`src/rtl/instr_fetch_if.sv`:
```
// Bus between the instruction fetch stage and its surroundings: program load port,
// start strobe, execute-stage handshake and fetch status.
interface instr_fetch_if #(
   parameter int unsigned AW = 4,
   parameter int unsigned W  = 8
);
   logic          load_en;
   logic [AW-1:0] load_addr;
   logic [W-1:0]  load_data;
   logic          start;
   logic [7:0]    exec_pc;
   logic          exec_done;
   logic [W-1:0]  instr;
   logic          instr_valid;
   logic          busy;
   logic          hlt;
   logic          fault;
   logic [7:0]    icount;

   // Side that loads the program and runs the execute stage
   modport master (
      output load_en, load_addr, load_data, start, exec_pc, exec_done,
      input  instr, instr_valid, busy, hlt, fault, icount
   );

   // Fetch stage side
   modport slave (
      input  load_en, load_addr, load_data, start, exec_pc, exec_done,
      output instr, instr_valid, busy, hlt, fault, icount
   );
endinterface

```
`src/rtl/instr_fetch.sv`:
```
// Instruction fetch stage: small program memory, one instruction in flight,
// halt-opcode and out-of-range-PC detection, saturating retired-instruction count.
module instr_fetch #(
   parameter int unsigned DEPTH = 16,
   parameter int unsigned AW    = 4,
   parameter int unsigned W     = 8
) (
   input logic         clk,
   input logic         rst_n,
   instr_fetch_if.slave bus
);

   typedef enum logic [1:0] {StIdle, StFetch, StIssue, StHalt} state_e;

   localparam logic [7:0] DepthPc = 8'(DEPTH);
   localparam logic [3:0] HaltOp  = 4'hF;

   state_e        state_q, state_d;
   logic [AW-1:0] fetch_pc_q, fetch_pc_d;
   logic [W-1:0]  instr_q, instr_d;
   logic          valid_q, valid_d;
   logic          busy_q, busy_d;
   logic          hlt_q, hlt_d;
   logic          fault_q, fault_d;
   logic [7:0]    icount_q, icount_d;
   logic          mem_we;

   logic [W-1:0]  mem [DEPTH];

   // Loading is only allowed while no program is running
   assign mem_we = bus.load_en && ((state_q == StIdle) || (state_q == StHalt));

   // Program memory write port; contents survive reset
   always_ff @(posedge clk) begin
      if (mem_we) begin
         mem[bus.load_addr] <= bus.load_data;
      end
   end

   // Next-state and output-register logic
   always_comb begin
      state_d    = state_q;
      fetch_pc_d = fetch_pc_q;
      instr_d    = instr_q;
      valid_d    = valid_q;
      hlt_d      = hlt_q;
      fault_d    = fault_q;
      icount_d   = icount_q;
      unique case (state_q)
         StIdle, StHalt: begin
            if (bus.start) begin
               state_d    = StFetch;
               fetch_pc_d = '0;
               hlt_d      = 1'b0;
               fault_d    = 1'b0;
               icount_d   = '0;
            end
         end
         StFetch: begin
            // A write in the same cycle as start landed one edge earlier, so this read sees it
            instr_d = mem[fetch_pc_q];
            valid_d = 1'b1;
            state_d = StIssue;
         end
         StIssue: begin
            if (bus.exec_done) begin
               valid_d = 1'b0;
               if (icount_q != 8'hFF) begin
                  icount_d = icount_q + 8'd1;
               end
               if (instr_q[W-1 -: 4] == HaltOp) begin
                  state_d = StHalt;
                  hlt_d   = 1'b1;
               end else if (bus.exec_pc >= DepthPc) begin
                  state_d = StHalt;
                  hlt_d   = 1'b1;
                  fault_d = 1'b1;
               end else begin
                  fetch_pc_d = bus.exec_pc[AW-1:0];
                  state_d    = StFetch;
               end
            end
         end
         default: state_d = StIdle;
      endcase
      busy_d = (state_d == StFetch) || (state_d == StIssue);
   end

   // State and output registers
   always_ff @(posedge clk or negedge rst_n) begin
      if (!rst_n) begin
         state_q    <= StIdle;
         fetch_pc_q <= '0;
         instr_q    <= '0;
         valid_q    <= 1'b0;
         busy_q     <= 1'b0;
         hlt_q      <= 1'b0;
         fault_q    <= 1'b0;
         icount_q   <= '0;
      end else begin
         state_q    <= state_d;
         fetch_pc_q <= fetch_pc_d;
         instr_q    <= instr_d;
         valid_q    <= valid_d;
         busy_q     <= busy_d;
         hlt_q      <= hlt_d;
         fault_q    <= fault_d;
         icount_q   <= icount_d;
      end
   end

   assign bus.instr       = instr_q;
   assign bus.instr_valid = valid_q;
   assign bus.busy        = busy_q;
   assign bus.hlt         = hlt_q;
   assign bus.fault       = fault_q;
   assign bus.icount      = icount_q;

endmodule

```
`src/flat_wrapper.sv`:
```
// flat-port wrapper written by rule: the top's interface ports become plain ports
module instr_fetch_flat 
#(
   parameter int unsigned DEPTH = 16,
   parameter int unsigned AW    = 4,
   parameter int unsigned W     = 8
)
  (clk, rst_n, bus_load_en, bus_load_addr, bus_load_data, bus_start, bus_exec_pc, bus_exec_done, bus_instr, bus_instr_valid, bus_busy, bus_hlt, bus_fault, bus_icount);
  instr_fetch_if #(.AW(AW), .W(W)) bus_i ();
  input logic clk;
  input logic rst_n;
  input wire logic [$bits(bus_i.load_en)-1:0] bus_load_en;
  input wire logic [$bits(bus_i.load_addr)-1:0] bus_load_addr;
  input wire logic [$bits(bus_i.load_data)-1:0] bus_load_data;
  input wire logic [$bits(bus_i.start)-1:0] bus_start;
  input wire logic [$bits(bus_i.exec_pc)-1:0] bus_exec_pc;
  input wire logic [$bits(bus_i.exec_done)-1:0] bus_exec_done;
  output wire logic [$bits(bus_i.instr)-1:0] bus_instr;
  output wire logic [$bits(bus_i.instr_valid)-1:0] bus_instr_valid;
  output wire logic [$bits(bus_i.busy)-1:0] bus_busy;
  output wire logic [$bits(bus_i.hlt)-1:0] bus_hlt;
  output wire logic [$bits(bus_i.fault)-1:0] bus_fault;
  output wire logic [$bits(bus_i.icount)-1:0] bus_icount;
  assign bus_i.load_en = bus_load_en;
  assign bus_i.load_addr = bus_load_addr;
  assign bus_i.load_data = bus_load_data;
  assign bus_i.start = bus_start;
  assign bus_i.exec_pc = bus_exec_pc;
  assign bus_i.exec_done = bus_exec_done;
  assign bus_instr = bus_i.instr;
  assign bus_instr_valid = bus_i.instr_valid;
  assign bus_busy = bus_i.busy;
  assign bus_hlt = bus_i.hlt;
  assign bus_fault = bus_i.fault;
  assign bus_icount = bus_i.icount;
  instr_fetch #(.DEPTH(DEPTH), .AW(AW), .W(W)) u_core (.clk(clk), .rst_n(rst_n), .bus(bus_i));
endmodule
```
`config.mk`:
```
export PLATFORM = sky130hd
export DESIGN_NAME = instr_fetch_flat
export DESIGN_NICKNAME = d
export VERILOG_FILES = /design/src/rtl/instr_fetch_if.sv /design/src/rtl/instr_fetch.sv /design/src/flat_wrapper.sv
export SDC_FILE = /design/constraint.sdc
export NUM_CORES = 1
export LEC_CHECK = 0
export CAP_MARGIN = 20
export CORE_MARGIN = 4
export CORE_UTILIZATION = 58
export CTS_CLUSTER_DIAMETER = 200
export CTS_CLUSTER_SIZE = 10
export DETAILED_ROUTE_END_ITERATION = 12
export PLACE_DENSITY_LB_ADDON = 0.25
export SLEW_MARGIN = 20
export SYNTH_ARGS = -nofsm -noshare
export SYNTH_HDL_FRONTEND = slang
export SYNTH_SLANG_ARGS = --single-unit
```
`constraint.sdc`:
```
create_clock -name clk -period 2.6 [get_ports clk]
set_input_delay 0.52 -clock clk [delete_from_list [all_inputs] [get_ports clk]]
set_output_delay 0.52 -clock clk [all_outputs]
set_load 0.02 [all_outputs]
```
==> results_dict.tcl, run 1 <==
set metrics [dict create \
    outcome "completed" \
    worstSetupEndpointType "flop" \
    crit_fanout 12 \
    ys_top_cells_by_area "edfxtp_1 (61%), dfrtp_1 (10%), mux4_1 (8.0%)" \
    tightest_slew_ns 0.777 \
    p_leak_nw 2.61 \
    drc_errors 0 \
    synthCells 345 \
    rsz0062_at_grt "false" \
    dp_cells 534 \
    dr.pass1.iters 5 \
    period_share_pct 88.5 \
    ys_types 42 \
    core_mm2 0.0104 \
    yosysSeqAreaShare_pct 71.7 \
    cts-resized-gates 0 \
    crit_required_ns 3.04 \
    drt_iter0_drc 405 \
    hold_viol_final 0 \
    syn-cell-area_mm2 0.00627 \
    maxCapViolations 0 \
    layout-area-overhead-vs-synth_pct 21.3 \
    cts_max_level 4 \
    regToRegEndpoint "u_core.bus.icount[6]" \
    skew_ns 0.0108 \
    floorplan.die_area_mm2 0.0125 \
    fmax_mhz 435 \
    routed_wirelength_um 12900 \
    grt_usage_pct 22.0 \
    min_period_ns 2.30 \
    die_h_um 112 \
    numCtsBuffers 17 \
    min_path_type "input pin to asynchronous set/reset pin" \
    path_class "flop to flop" \
    holdBufCountCts 0 \
    ys_ff_latch 154 \
    setup_viol_count_final 0 \
    antennaDiodeCount 0 \
    synth_edf_count 128 \
    finalPower_mw 7.62 \
    critPathLaunchType "flop" \
    die_w_um 112 \
    gp_congestion 0.804 \
    r2r-start "u_core.state_q[0]" \
    r2r_cells 6 \
    overflow 0 \
    clock-sinks 154 \
    hpwl_um 7940 \
    antenna_found_initial 0 \
    powerDensity_mw_per_mm2 1000 \
    clock_path_buffers 2 \
    grt_max_degree 27 \
    synth_top_area_share_pct 61.3 \
    routedWlPerCell_um 22.8 \
    ant_nets 0 \
    slew_violations 0 \
    postCtsSetupBuffers 0 \
    nNetsFinal 445 \
    worstPathArrival_ns 2.74 \
    tns_ns 0 \
    cts_tree "built" \
    grt_pass1_wl_um 20300 \
    io_pins 45 \
    port-buffer-count 44 \
    final_cell_count_no_fill 566 \
    path_clk_slew_ns 0.06 \
    drive_gt1_share_pct 17.9 \
    synth.largest_area_cell "edfxtp_1" \
    grt_pass1_vias 3570 \
    clock_latency_ns 0.53 \
    start_util_pct 60.2 \
    syn_nets 373 \
    yosys-top-cells-count "edfxtp_1 (128), dfrtp_1 (26), nand2_1 (22), mux4_1 (19), o22ai_1 (17)" \
    nFillCells 626 \
    async_flop_share_pct 16.9 \
    rows 37 \
    synth.most_common_cell "edfxtp_1" \
    irDropWorstVdd_mv 0.513 \
    ys.flop_type "edfxtp_1" \
    post-route-util_pct 73.0 \
    ys_warn_count 0 \
    vias 3489 \
    syn_avg_cell_area_um2 18.2 \
    via_per_inst 6.16 \
    r2r_slack_ns 0.30 \
    cts_root_buf "clkbuf_8" \
    slew_headroom_pct 47.8 \
]
[per-layer routing]
| metal | wire length [µm] | GRT usage, % |
|---|---|---|
| met1 | 5210 | 28.4 |
| met2 | 6480 | 36.3 |
| met3 | 1100 | 7.88 |
| met4 | 123 | 5.05 |
| met5 | 0 | 0 |
[state kept, by name, indices dropped and copies added, names as in the netlist]
name / count
u_core.bus.busy: 1
u_core.mem: 128
u_core.bus.icount: 8
u_core.state_q: 2
u_core.bus.instr: 8
u_core.bus.hlt: 1
u_core.bus.instr_valid: 1
u_core.bus.fault: 1
u_core.fetch_pc_q: 4
[cells by family (layout without fill, tap and decap cells)]
| group | after synthesis | count (layout) | synth area share, % |
|---|---|---|---|
| AOI/OAI and AO/OA | 46 | 46 | 4.55 |
| adders and majority gates | 3 | 3 | 0.599 |
| xor gates and xnor gates | 1 | 1 | 0.140 |
| muxes | 47 | 47 | 15.2 |
| and+or+nand+nor | 70 | 70 | 5.59 |
| DFF | 154 | 154 | 71.7 |
| buffers and inverters | 24 | 109 | 2.20 |
[stage by stage]
step | setup slack, ns | instance area (µm²) | hold slack [ns]
2_1_floorplan | 0.361 | 6270 | 0.224
3_3_place_gp | 0.263 | 6950 | 0.492
6_report | 0.300 | 7600 | 0.377
3_5_place_dp | 0.153 | 6950 | 0.536
5_1_grt | 0.151 | 7600 | 0.390
4_1_cts | 0.320 | 7600 | 0.377
[worst max-delay path: stages, from the launching register on]
cell	delay (ns)
dfrtp_1	0.39
inv_1	0.06
ha_1	0.46
nand2b_2	0.18
o211ai_1	0.32
or4_1	0.61
a21boi_0	0.20
[report_power, final]
group	switching, mW	internal, mW
clock network	0.933	1.74
registers	0.119	2.87
logic	1.08	0.878
total	2.13	5.49
[placed cells by master, fill, tap and decap left out, types with 7 or more instances in the layout]
cell type,n
mux2_2,8
o22ai_1,17
clkbuf_16,16
inv_1,9
edfxtp_1,128
nand2_1,22
buf_4,23
mux4_2,13
clkdlybuf4s50_1,44
nor2_1,16
a21oi_1,11
dfrtp_1,26
mux4_1,19
mux2i_1,7
[worst max-delay path by stage]
stage / from / to / slack [ns] / cells past startpoint
5_1_grt: u_core.state_q[0] / u_core.bus.icount[6] / 0.15 / 6
3_3_place_gp: bus_start / u_core.bus.icount[6] / 0.26 / 5
2_1_floorplan: u_core.state_q[0] / u_core.mem[0][0] / 0.36 / 6
6_report: u_core.state_q[0] / u_core.bus.icount[6] / 0.30 / 6
3_5_place_dp: bus_start / u_core.bus.icount[6] / 0.15 / 5
4_1_cts: u_core.state_q[0] / u_core.bus.icount[6] / 0.32 / 6
[layout make-up]
| cell class | instances | area [µm²] | area share [%] |
|---|---|---|---|
| repair buffers | 67 | 613 | 8.07 |
| well taps | 136 | 170 | 2.24 |
| inverters | 10 | 37.5 | 0.494 |
| multi-input cells | 167 | 1630 | 21.5 |
| clock inverters | 10 | 188 | 2.47 |
| clock buffers | 22 | 463 | 6.09 |
| flip-flops and latches | 154 | 4490 | 59.1 |
Power figures use the tool's default switching activity.
==> run 2, diff against run 1 <==
- CTS_CLUSTER_DIAMETER: 200 -> 120
==> results of run 2 <==
Same layout as run 1: the final DEF is identical, and so are final timing and power.
==> run 3, diff against run 2 <==
--- a/config.mk
+++ b/config.mk
@@ -8,9 +8,10 @@
 export CAP_MARGIN = 20
 export CORE_MARGIN = 4
-export CORE_UTILIZATION = 58
+export CORE_UTILIZATION = 27
 export CTS_CLUSTER_DIAMETER = 120
 export CTS_CLUSTER_SIZE = 10
 export DETAILED_ROUTE_END_ITERATION = 12
 export PLACE_DENSITY_LB_ADDON = 0.25
+export SETUP_SLACK_MARGIN = 0.4
 export SLEW_MARGIN = 20
 export SYNTH_ARGS = -nofsm -noshare
==> constraint.sdc (replaced) <==
create_clock -name clk -period 2.6 [get_ports clk]
set_input_delay 0.52 -clock clk [delete_from_list [all_inputs] [get_ports clk]]
set_output_delay 0.52 -clock clk [all_outputs]
set_load 0.005 [all_outputs]
==> run 3 against run 2 <==
Power is 1.4% lower. Count of clock-buffer cells in the layout is 5 lower. Maximum frequency is 12% higher. Critical path type unchanged. First-iteration DRC count is 47% lower. Global-route usage is 11 points lower. Die area is 110% higher. Critical endpoint is now u_core.bus.icount[4].
==> results_dict.tcl, run 3 (synthesis results as in run 1) <==
set metrics [dict create \
    layout-area-overhead-vs-synth_pct 24.5 \
    routedWlPerCell_um 19.0 \
    finalPower_mw 7.52 \
    ant_nets 0 \
    rsz0062_at_grt "false" \
    crit_end "u_core.bus.icount[4]" \
    tns_ns 0 \
    slowest_stage "or4_1" \
    max_stage_delay_ns 0.48 \
    whs_ns 0.469 \
    cts_root_buf "clkbuf_16" \
    hpwl_um 8980 \
    tightest_slew_ns 0.701 \
    crit_fanout 10 \
    path_clk_slew_ns 0.07 \
    min_path_type "input pin to asynchronous set/reset pin" \
    worstPathArrival_ns 2.38 \
    path_class "flop to flop" \
    worstSetupEndpointType "flop" \
    r2r_slack_ns 0.55 \
    dr.pass1.iters 4 \
    antennaDiodeCount 0 \
    critical_path_depth 7 \
    regArea_mm2 0.00449 \
    cts_max_level 4 \
    routed_wirelength_um 13600 \
    r2r-start "u_core.state_q[0]" \
    start_util_pct 27.6 \
    maxCapViolations 0 \
    drc_errors 0 \
    die_w_um 160 \
    irDropWorstVdd_mv 0.423 \
    grt_max_degree 27 \
    vias 3380 \
    clock-sinks 154 \
    crit_required_ns 2.94 \
    final_cell_count_no_fill 718 \
    clock_latency_ns 0.42 \
    clock_path_buffers 2 \
    nNetsFinal 448 \
    path_cells "inv_1 -> ha_4 -> nand2b_2 -> o211ai_1 -> buf_4 -> or4_1 -> a21boi_0" \
    io_pins 45 \
    crit_start "u_core.state_q[0]" \
    multiInputGateArea_mm2 0.00165 \
    p_leak_nw 2.62 \
    nFillCells 2186 \
    via_per_inst 4.71 \
    rows 55 \
    largest_reg_flops 128 \
    layout_commonest_cell "edfxtp_1" \
    port-buffer-count 44 \
    setup_viol_count_final 0 \
    numCtsBuffers 17 \
    cp_num_buf_inv 2 \
    outcome "completed" \
    drive_gt1_share_pct 19.4 \
    cts_tree "built" \
    period_share_pct 78.7 \
    skew_ns 0.00948 \
    fmax_mhz 489 \
    regMostFlops "u_core.mem" \
    hold_viol_final 0 \
    antenna_found_initial 0 \
    cp_top_family "simple AND/OR/NAND/NOR gates" \
    overflow 0 \
    slew_headroom_pct 53.1 \
    drt_iter0_drc 216 \
    regToRegEndpoint "u_core.bus.icount[4]" \
    dp_cells 685 \
    die_h_um 160 \
    grt_pass1_wl_um 20900 \
    grt_pass1_vias 3491 \
    powerDensity_mw_per_mm2 964 \
    critPathLaunchType "flop" \
    final_cell_mix "edfxtp_1 (128), clkdlybuf4s50_1 (44), buf_4 (26), dfrtp_1 (26), nand2_1 (22)" \
    r2r_cells 7 \
    slew_violations 0 \
    holdBufCountCts 0 \
    gp_congestion 0.780 \
    floorplan.die_area_mm2 0.0257 \
    grt_usage_pct 11.0 \
    core_mm2 0.0227 \
    min_period_ns 2.05 \
]
==> run 3: changes by cell type in the layout (fill, tap and decap cells not counted), sizes merged <==
| cell | before | now |
|---|---|---|
| inv | 11 | 20 |
| clkbuf | 22 | 17 |
| buf | 23 | 26 |
| bufinv | 5 | 2 |
| clkinvlp | 2 | 1 |
==> run 3: area by class of cell <==
| type | count | share of cell area [%] |
|---|---|---|
| clock buffer | 17 | 5.45 |
| clock inverter | 15 | 2.53 |
| inverter | 10 | 0.481 |
| multi-input combinational | 167 | 21.2 |
| sequential | 154 | 57.6 |
| tap | 285 | 4.57 |
| timing repair buffer | 70 | 8.15 |
==> run 3: repair_timing <==
action | in CTS | in global routing
resized for setup | 0 | 2
setup buffers | 0 | 1
endpoints found under the hold margin | 0 | 0
setup endpoints to repair | 0 | 45
==> run 3: stage by stage <==
| step | area, µm² | setup WS, ns | utilization, % |
|---|---|---|---|
| 3_5_place_dp | 7160 | 0.214 | 31.5 |
| 6_report | 7800 | 0.555 | 34.3 |
| 5_1_grt | 7800 | 0.429 | 34.3 |
| 3_3_place_gp | 7160 | 0.345 | 31.5 |
| 2_1_floorplan | 6270 | 0.554 | - |
| 4_1_cts | 7780 | 0.425 | 34.3 |
==> run 3: how the worst min path moves through the flow <==
stage,from,end,slack (ns),cells past startpoint
final,rst_n,u_core.bus.icount[2],0.47,2
after global routing,rst_n,u_core.bus.icount[1],0.51,2
after CTS,rst_n,u_core.bus.icount[2],0.47,2
after detailed placement,u_core.bus.hlt,u_core.bus.hlt,0.51,2
after global placement,u_core.bus.fault,u_core.bus.fault,0.50,2
after floorplan,rst_n,u_core.bus.busy,0.22,0
==> run 3: power by group <==
group          internal, mW  switching [mW]  total [mW]
registers              2.87           0.114        2.98
logic                 0.942            1.01        1.96
clock network          1.47            1.10        2.58
total                  5.29            2.23        7.52
==> run 3: per-layer routing <==
metal / track usage (%) / share of wire, %
met1: 15.0 / 47
met4: 3.29 / 1.0
met3: 3.72 / 5.3
met5: 0 / 0
met2: 16.7 / 46
